--- src/rtl/rod_motion_ctrl_if.sv ---
// Rod sprite bus: VGA scan position and game request in, ROM address,
// hit flag and rod status out. The VGA/game side is the master; the rod
// sequencer is the slave.
interface rod_motion_ctrl_if #(
   parameter int ADDR_W = 10
);
   logic [9:0]        DrawX;
   logic [9:0]        DrawY;
   logic              blank;
   logic              activate;
   logic [ADDR_W-1:0] rom_address;
   logic              in_rod;
   logic [9:0]        rod_y;
   logic              moving;
   logic              at_bottom;

   modport master (
      output DrawX, DrawY, blank, activate,
      input  rom_address, in_rod, rod_y, moving, at_bottom
   );

   modport slave (
      input  DrawX, DrawY, blank, activate,
      output rom_address, in_rod, rod_y, moving, at_bottom
   );
endinterface

--- src/rtl/rod_motion_ctrl.sv ---
// Rod motion controller: steps one 64x10 rod sprite between a raised and a
// lowered rest row once per frame, and generates the sprite ROM address and
// a registered in-sprite flag for the palette renderer.
// Optional build macro ROD_TOGGLE_EN: activate becomes edge-triggered and
// each rising edge (at most one per frame) flips the rod's travel target.
module rod_motion_ctrl #(
   parameter int ROD_X  = 18,
   parameter int ROD_W  = 64,
   parameter int ROD_H  = 10,
   parameter int Y_TOP  = 258,
   parameter int Y_BOT  = 318,
   parameter int STEP   = 1,
   parameter int ADDR_W = 10
) (
   input  logic             vga_clk,
   input  logic             reset,
   rod_motion_ctrl_if.slave bus
);

   typedef enum logic [1:0] {
      ST_UP,
      ST_LOWERING,
      ST_DOWN,
      ST_RAISING
   } state_t;

   // 11-bit constants so window and clamp compares never wrap.
   localparam logic [10:0] X_LO   = 11'(ROD_X);
   localparam logic [10:0] X_HI   = 11'(ROD_X + ROD_W);
   localparam logic [10:0] H_W    = 11'(ROD_H);
   localparam logic [10:0] STEP_W = 11'(STEP);
   localparam logic [10:0] TOP_W  = 11'(Y_TOP);
   localparam logic [10:0] BOT_W  = 11'(Y_BOT);

   state_t            state_q;
   logic [9:0]        rod_y_q;
   logic              moving_q;
   logic              at_bottom_q;
   logic              in_rod_q;
   logic              frame_tick_q;

   logic [10:0]       draw_x;
   logic [10:0]       draw_y;
   logic [10:0]       rod_y_w;
   logic              hit;
   logic              go_down;
   logic              lower_clamp;
   logic              raise_clamp;
   logic [ADDR_W-1:0] rom_addr_d;

   assign draw_x  = {1'b0, bus.DrawX};
   assign draw_y  = {1'b0, bus.DrawY};
   assign rod_y_w = {1'b0, rod_y_q};

   // Half-open window: last column/row inside, one past it outside.
   assign hit = (draw_x >= X_LO) && (draw_x < X_HI) &&
                (draw_y >= rod_y_w) && (draw_y < rod_y_w + H_W);

   // Raise clamp is phrased as rod_y <= Y_TOP+STEP so rod_y-STEP never underflows.
   assign lower_clamp = (rod_y_w + STEP_W) >= BOT_W;
   assign raise_clamp = rod_y_w <= (TOP_W + STEP_W);

   // Sprite ROM address, row-major with ROD_W pitch; zero outside the sprite.
   always_comb begin
      // NOTE: every always_comb output gets a default first so no latch is inferred.
      rom_addr_d = '0;
      if (hit) begin
         rom_addr_d = ADDR_W'(draw_x - X_LO) +
                      ADDR_W'(draw_y - rod_y_w) * ADDR_W'(ROD_W);
      end
   end

   // One-cycle frame tick, the cycle after the first pixel of the first blank line.
   always_ff @(posedge vga_clk) begin
      // NOTE: sequential state uses non-blocking assignments only.
      if (reset) begin
         frame_tick_q <= 1'b0;
      end else begin
         frame_tick_q <= (bus.DrawX == 10'd0) && (bus.DrawY == 10'd480);
      end
   end

`ifdef ROD_TOGGLE_EN
   logic act_q;
   logic toggle_req_q;
   logic act_rise;

   assign act_rise = bus.activate && !act_q;

   // Sticky toggle request: any rising edges in a frame collapse to one flip.
   // An edge landing on the tick cycle itself carries into the next frame.
   always_ff @(posedge vga_clk) begin
      if (reset) begin
         act_q        <= 1'b0;
         toggle_req_q <= 1'b0;
      end else begin
         act_q <= bus.activate;
         if (frame_tick_q) begin
            toggle_req_q <= act_rise;
         end else begin
            toggle_req_q <= toggle_req_q || act_rise;
         end
      end
   end

   // Target direction: flip on a pending toggle, otherwise keep the current heading.
   always_comb begin
      go_down = (state_q == ST_LOWERING) || (state_q == ST_DOWN);
      if (toggle_req_q) begin
         go_down = (state_q == ST_UP) || (state_q == ST_RAISING);
      end
   end
`else
   // Level-controlled: the rod heads down for as long as activate is held.
   assign go_down = bus.activate;
`endif

   // Motion FSM; rod_y and status only change on frame ticks so the sprite never tears.
   always_ff @(posedge vga_clk) begin
      // NOTE: synchronous reset clears only control state; there is no memory here to reset.
      if (reset) begin
         state_q     <= ST_UP;
         rod_y_q     <= 10'(Y_TOP);
         moving_q    <= 1'b0;
         at_bottom_q <= 1'b0;
      end else if (frame_tick_q) begin
         case (state_q)
            ST_UP: begin
               if (go_down) begin
                  state_q  <= ST_LOWERING;
                  moving_q <= 1'b1;
               end
            end
            ST_LOWERING: begin
               if (!go_down) begin
                  state_q <= ST_RAISING;
               end else if (lower_clamp) begin
                  state_q     <= ST_DOWN;
                  rod_y_q     <= 10'(Y_BOT);
                  moving_q    <= 1'b0;
                  at_bottom_q <= 1'b1;
               end else begin
                  rod_y_q <= rod_y_q + 10'(STEP);
               end
            end
            ST_DOWN: begin
               if (!go_down) begin
                  state_q     <= ST_RAISING;
                  moving_q    <= 1'b1;
                  at_bottom_q <= 1'b0;
               end
            end
            ST_RAISING: begin
               if (go_down) begin
                  state_q <= ST_LOWERING;
               end else if (raise_clamp) begin
                  state_q  <= ST_UP;
                  rod_y_q  <= 10'(Y_TOP);
                  moving_q <= 1'b0;
               end else begin
                  rod_y_q <= rod_y_q - 10'(STEP);
               end
            end
            default: begin
               state_q     <= ST_UP;
               rod_y_q     <= 10'(Y_TOP);
               moving_q    <= 1'b0;
               at_bottom_q <= 1'b0;
            end
         endcase
      end
   end

   // Hit flag registered to line up with the renderer's registered colour.
   always_ff @(posedge vga_clk) begin
      if (reset) begin
         in_rod_q <= 1'b0;
      end else begin
         in_rod_q <= hit && bus.blank;
      end
   end

   assign bus.rom_address = rom_addr_d;
   assign bus.in_rod      = in_rod_q;
   assign bus.rod_y       = rod_y_q;
   assign bus.moving      = moving_q;
   assign bus.at_bottom   = at_bottom_q;

endmodule

--- src/flat_wrapper.sv ---
// flat-port wrapper written by rule: the top's interface ports become plain ports
module rod_motion_ctrl_flat 
#(
   parameter int ROD_X  = 18,
   parameter int ROD_W  = 64,
   parameter int ROD_H  = 10,
   parameter int Y_TOP  = 258,
   parameter int Y_BOT  = 318,
   parameter int STEP   = 1,
   parameter int ADDR_W = 10
)
  (vga_clk, reset, bus_DrawX, bus_DrawY, bus_blank, bus_activate, bus_rom_address, bus_in_rod, bus_rod_y, bus_moving, bus_at_bottom);
  rod_motion_ctrl_if #(.ADDR_W(ADDR_W)) bus_i ();
  input  logic vga_clk;
  input  logic reset;
  input wire logic [$bits(bus_i.DrawX)-1:0] bus_DrawX;
  input wire logic [$bits(bus_i.DrawY)-1:0] bus_DrawY;
  input wire logic [$bits(bus_i.blank)-1:0] bus_blank;
  input wire logic [$bits(bus_i.activate)-1:0] bus_activate;
  output wire logic [$bits(bus_i.rom_address)-1:0] bus_rom_address;
  output wire logic [$bits(bus_i.in_rod)-1:0] bus_in_rod;
  output wire logic [$bits(bus_i.rod_y)-1:0] bus_rod_y;
  output wire logic [$bits(bus_i.moving)-1:0] bus_moving;
  output wire logic [$bits(bus_i.at_bottom)-1:0] bus_at_bottom;
  assign bus_i.DrawX = bus_DrawX;
  assign bus_i.DrawY = bus_DrawY;
  assign bus_i.blank = bus_blank;
  assign bus_i.activate = bus_activate;
  assign bus_rom_address = bus_i.rom_address;
  assign bus_in_rod = bus_i.in_rod;
  assign bus_rod_y = bus_i.rod_y;
  assign bus_moving = bus_i.moving;
  assign bus_at_bottom = bus_i.at_bottom;
  rod_motion_ctrl #(.ROD_X(ROD_X), .ROD_W(ROD_W), .ROD_H(ROD_H), .Y_TOP(Y_TOP), .Y_BOT(Y_BOT), .STEP(STEP), .ADDR_W(ADDR_W)) u_core (.vga_clk(vga_clk), .reset(reset), .bus(bus_i));
endmodule
--- config.mk ---
export PLATFORM = sky130hd
export DESIGN_NAME = rod_motion_ctrl_flat
export DESIGN_NICKNAME = d
export VERILOG_FILES = /design/src/rtl/rod_motion_ctrl_if.sv /design/src/rtl/rod_motion_ctrl.sv /design/src/flat_wrapper.sv
export SDC_FILE = /design/constraint.sdc
export NUM_CORES = 1
export LEC_CHECK = 0
export CAP_MARGIN = 10
export CORE_MARGIN = 5
export CORE_UTILIZATION = 43
export DETAILED_ROUTE_END_ITERATION = 16
export PLACE_DENSITY = 0.69
export SLEW_MARGIN = 10
export SYNTH_ARGS = -nofsm -noshare
export SYNTH_HDL_FRONTEND = slang
export SYNTH_SLANG_ARGS = --single-unit
--- constraint.sdc ---
create_clock -name vga_clk -period 8.4 [get_ports vga_clk]
set_input_delay 1.68 -clock vga_clk [delete_from_list [all_inputs] [get_ports vga_clk]]
set_output_delay 1.68 -clock vga_clk [all_outputs]
set_load 0.05 [all_outputs]
==> results of run 1 <==
[stage by stage]
stage / total power [mW] / instance area (um2) / util / worst slack [ns] / hold slack (ns)
floorplan: 0.115 / 2440 / - / 2.25 / 0.511
global placement: 0.136 / 2850 / 0.518 / 1.91 / 0.498
detailed placement: 0.136 / 2850 / 0.518 / 1.85 / 0.507
CTS: 0.195 / 2900 / 0.526 / 1.86 / 0.515
global route: 0.206 / 2900 / 0.526 / 1.68 / 0.589
finish: 0.193 / 2900 / 0.526 / 1.86 / 0.517
[worst paths after layout]
check,endpoint
hold / removal,u_core.bus.moving
hold reg to reg,u_core.bus.moving
setup reg to reg,u_core.bus.in_rod
setup / recovery,bus_rom_address[9]
[synthesized netlist by cell type, types with 8 or more instances]
cell	count	area share
dfxtp_1	16	0.13
buf_6	8	0.037
nor2_1	17	0.026
ha_1	41	0.21
nand2_1	14	0.022
nand3_1	9	0.018
inv_1	33	0.051
xnor2_1	17	0.061
a21oi_1	28	0.057
o21ai_0	13	0.027
[critical path: stages]
cell and delay (ns):
clkdlybuf4s50_1 0.41, inv_1 0.06, ha_1 0.16, inv_1 0.07
fa_1 0.39, xnor2_1 0.15, ha_1 0.27, inv_1 0.04
ha_1 0.33, a21oi_1 0.20, a21oi_1 0.09, nor3b_1 0.18
clkdlybuf4s50_1 0.84
[state kept, by name, summed over array words and instances (netlist names)]
| signal | count |
|---|---|
| u_core.bus.in_rod | 1 |
| u_core.bus.at_bottom | 1 |
| u_core.state_q | 2 |
| u_core.bus.moving | 1 |
| u_core.frame_tick_q | 1 |
| u_core.bus.rod_y | 10 |
[power by group through the flow]
stage | Clock, mW | Sequential [mW] | Combinational [mW]
finish | 0.0577 | 0.0759 | 0.0591
global placement | 0 | 0.0776 | 0.0586
floorplan | 0 | 0.0777 | 0.0372
global route | 0.0634 | 0.0758 | 0.0664
CTS | 0.0595 | 0.0759 | 0.0595
detailed placement | 0 | 0.0776 | 0.0589
[per-layer routing]
layer / vias to the layer above / part of all wire / global-route usage / wire length [um]
met2: 72 / 0.45 / 0.272 / 2740
li1: 1175 / - / - / -
met4: 0 / 0.012 / 0.0230 / 70
met5: - / 0 / 0 / 0
met1: 1051 / 0.47 / 0.238 / 2860
met3: 6 / 0.062 / 0.0320 / 375
[cell type report]
class                           count  area [um2]
Multi-Input combinational cell    241        1860
Inverter                           34         128
Tap cell                           72        90.1
Clock buffer                        3        41.3
Sequential cell                    16         320
Fill cell                         564        2610
Timing Repair Buffer               46         460
[kinds of logic (layout without fill, tap and decap cells)]
family | Yosys count | after routing
AOI/OAI and AO/OA | 91 | 91
xor gates and xnor gates | 24 | 24
adders and majority gates | 43 | 43
buffers and inverters | 48 | 83
DFF | 16 | 16
muxes | 1 | 1
and+or+nand+nor | 82 | 82
==> run metrics, run 1 <==
relative slew slack 0.277; Worst Tran Pin Value between 1 and 1.5 ns; vias per cell 5.59; Rows 27; flop-to-flop setup slack 5.40 ns; Max Buffers Root-to-Sink 2; DR WL/cell between 10 and 15 um; min Tclk post-route 6.54 ns; setup TNS 0 ns; r2r worst-path depth 10; Post-Syn Area per Cell approximately 8.0 um2; Startpoint Class primary input; adder-cell share of the synthesized area 0.227; FF-to-FF Start u_core.bus.rod_y[1]; clk slew on worst S/H paths 0.06 ns; Peak Freq 153 MHz; antenna viol nets, final 0; Hold/Removal Path Class flop to flop; WP data arrival 4.86 ns; Power Dens Cells 66.6 mW/mm2; vias in the first global route 2,201; combinational power share 0.307; Antenna Diode Count 0; postcts setup bufs 0; critical-path maximum fanout 3; initial detailed-routing violation count 145; synthesized instance count 305; maximum vdd drop approximately 0.037 mV; status finished clean; commonest non-fill, non-tap cell in the layout clkdlybuf4s50_1; worst skew pair latency 0.25 ns; clock sinks 16; Cell variety after synth 64; WHS Path Cells 2; Post-synth EDFFs 0; H-Tree Depth 1; Syn Std Cell Area 0.00244 mm2; Crit. Startpoint bus_DrawY[0]; asr flop ratio synth 0; crit end category output port; WP data required 6.72 ns; initial antenna violation count 0; pin count of the biggest net entering global routing 18; Final #Nets 409; Finish-stage setup viols 0; First-pass DRT Iterations 4; via count 2,304; P_int between 0.1 and 0.15 mW; Synth Area in XOR/XNOR 0.0862; mux share of post-synthesis cell area 0.00410; total wire length 6040 um; gr ovfl total 0; clock power share 0.299; largest family of logic cells by synthesized area compound AO/OA/AOI/OAI gates; I/O pins 47; RSZ-0062 raised after global routing no; Max Slew Vio Count 0; CTS Hold Buffers Added 0; Switching Share 0.288; Die Wd roughly 85 um; gr usage total 0.169; Flop pwr share 0.394; Hold Fails Final Rpt 0; detailed placer's ending HPWL 4760 um; Clock Skew 0.00287 ns; critical path type primary input to output port; first-pass GRT wire length 10,400 um; I/O Buffers 46; share of cells above drive strength 1 0.0500; Post-Layout Cell Count 412; Synth Area in Compound Gates 0.257; max_cap viols 0; Post-Synthesis Net Count 372; initial core utilization 0.443; hold_sp u_core.bus.moving; Area growth, synth to finish 18.7%; leakage dissipation around 1.1 nW; CTS tree done; Seq/Total Area, Yosys 0.131; drt drc 0; Yosys warnings 0; Root Driver clkbuf_8; chip height around 85 um; RePlAce Congestion between 0.9 and 1; die area 0.00728 mm2; CTS Buf Count 3; most frequent cells in the layout clkdlybuf4s50_1 (46), ha_1 (41), inv_1 (33); net load switching power roughly 0.055 mW; Simple-Gate Fraction of Synth Area 0.187; Seq cells post-synth 16; Final Cycle Share 0.778; Post-CTS Resized 0; Core ar. 0.00551 mm2; Main synth FF type dfxtp_1; Cells after DPL around 410
No activity file was read; power rests on OpenSTA's default activity.
==> inputs of run 2 (changes only) <==
==> constraint.sdc (replaced) <==
create_clock -name vga_clk -period 6.65 [get_ports vga_clk]
set_input_delay 1.33 -clock vga_clk [delete_from_list [all_inputs] [get_ports vga_clk]]
set_output_delay 1.33 -clock vga_clk [all_outputs]
set_load 0.05 [all_outputs]
==> run metrics, run 2 (same netlist as run 1, synthesis figures left out) <==
status finished clean; most frequent cells in the layout clkdlybuf4s50_1 (46), ha_1 (41), inv_1 (33); gr usage total 0.171; first-pass GRT wire length 10,600 um; FF-to-FF Start u_core.bus.rod_y[1]; Clock Skew approximately 0.0021 ns; WP data required 5.32 ns; CP Buf/Inv Count 5; H-Tree Depth 1; clk slew on worst S/H paths 0.06 ns; hold_sp u_core.bus.moving; initial core utilization 0.443; Die Wd 85.3 um; critical path type primary input to output port; relative slew slack 0.248; detailed placer's ending HPWL 4770 um; min Tclk post-route 5.84 ns; combinational power share 0.308; critical-path maximum fanout 3; Hold Fails Final Rpt 0; clock power share 0.298; DR WL/cell around 15 um; postcts setup bufs 0; Finish-stage setup viols 0; I/O pins 47; antenna viol nets, final 0; commonest non-fill, non-tap cell in the layout clkdlybuf4s50_1; drt drc 0; Biggest register u_core.bus.rod_y; Antenna Diode Count 0; setup TNS 0 ns; share of cells above drive strength 1 0.0500; CTS tree done; worst skew pair latency 0.25 ns; P_int 0.173 mW; Root Driver clkbuf_8; initial antenna violation count 0; maximum vdd drop ~0.046 mV; max reg flops 10; r2r worst-path depth 10; Worst Tran Pin Value 1.12 ns; leakage dissipation 1.15 nW; total power ~0.24 mW; max_cap viols 0; vias in the first global route roughly 2,200; via count 2,326; Switching Share 0.287; Flop pwr share 0.394; Crit path largest cell delay 0.84 ns; CTS Hold Buffers Added 0; crit end category output port; Rows 27; clock sinks 16; biggest regs u_core.bus.rod_y: 10 flops, u_core.state_q: 2 flops; net load switching power approximately 0.07 mW; vias per cell 5.65; Power Dens Cells ~84 mW/mm2; pin count of the biggest net entering global routing 18; Final Cycle Share 0.878; Reg-to-Reg End u_core.bus.in_rod; Hold/Removal Path Class flop to flop; gr ovfl total 0; Area growth, synth to finish 18.7%; Core ar. 0.00551 mm2; Peak Freq 171 MHz; RePlAce Congestion 0.922; CTS Buf Count 3; die area between 0.007 and 0.008 mm2; WP data arrival 4.51 ns; Post-CTS Resized 0; WHS Path Cells 2; Max Slew Vio Count 0; Max Buffers Root-to-Sink 2; RSZ-0062 raised after global routing no; total wire length 6050 um; I/O Buffers 46; chip height 85.3 um; flop-to-flop setup slack 3.68 ns; crit-path cells clkdlybuf4s50_1 > inv_1 > ha_1 > inv_1 > fa_1 > xnor2_1 > ha_1 > inv_1 > ha_1 > a21oi_1 > a21oi_1 > nor3b_1 > clkdlybuf4s50_1; First-pass DRT Iterations 4; Startpoint Class primary input; hold endpoint u_core.bus.moving; initial detailed-routing violation count between 150 and 200; Final #Nets 409; CP delay by family, top buffers and inverters; CP max stage cell clkdlybuf4s50_1
[run 2: area by class of cell]
cell class,count,area (um2)
flip-flops and latches,16,320
inverters,34,128
well taps,72,90.1
multi-input cells,241,1860
clock buffers,3,41.3
repair buffers,46,460
fillers,569,2610
[run 2: worst max-delay path by stage]
stage          cells past startpoint                  to         start
2_1_floorplan                     11  bus_rom_address[9]  bus_DrawY[0]
3_3_place_gp                      13  bus_rom_address[9]  bus_DrawY[0]
3_5_place_dp                      13  bus_rom_address[9]  bus_DrawY[0]
4_1_cts                           13  bus_rom_address[9]  bus_DrawY[0]
5_1_grt                           12  bus_rom_address[9]  bus_DrawY[0]
6_report                          13  bus_rom_address[9]  bus_DrawY[0]
[run 2: through the flow]
stage | area (um2) | setup WS (ns) | hold WS, ns | utilization | cells
6_report | 2900 | 0.813 | 0.531 | 0.526 | 412
5_1_grt | 2900 | 0.607 | 0.577 | 0.526 | 412
4_1_cts | 2900 | 0.808 | 0.519 | 0.526 | 412
3_5_place_dp | 2850 | 0.813 | 0.511 | 0.518 | 409
3_3_place_gp | 2850 | 0.860 | 0.498 | 0.518 | 409
2_1_floorplan | 2440 | 1.20 | 0.511 | - | 305
[run 2: layer usage]
layer  part of all wire  global-route usage  vias to the layer above
met3              0.054              0.0340                        7
met4             0.0073              0.0216                        0
met2               0.45               0.276                       59
met1               0.48               0.240                     1076
met5                  0                   0                        -
li1                   -                   -                     1184
[run 2: worst register-to-register path, cell delays in order, from the launching register on]
cell	delay, ns
dfxtp_1	0.50
ha_1	0.41
o211ai_1	0.18
nor3_1	0.24
xnor2_1	0.10
ha_1	0.27
nor2_1	0.04
a31oi_1	0.17
nand3_1	0.10
o2111ai_1	0.73
nor3b_2	0.08
[run 2: power by group through the flow]
stage | logic [mW] | clock network (mW) | registers, mW
after floorplan | 0.0470 | 0 | 0.0981
final | 0.0748 | 0.0725 | 0.0959
after global placement | 0.0741 | 0 | 0.0980
after CTS | 0.0752 | 0.0753 | 0.0959
after global routing | 0.0843 | 0.0798 | 0.0958
after detailed placement | 0.0743 | 0 | 0.0980
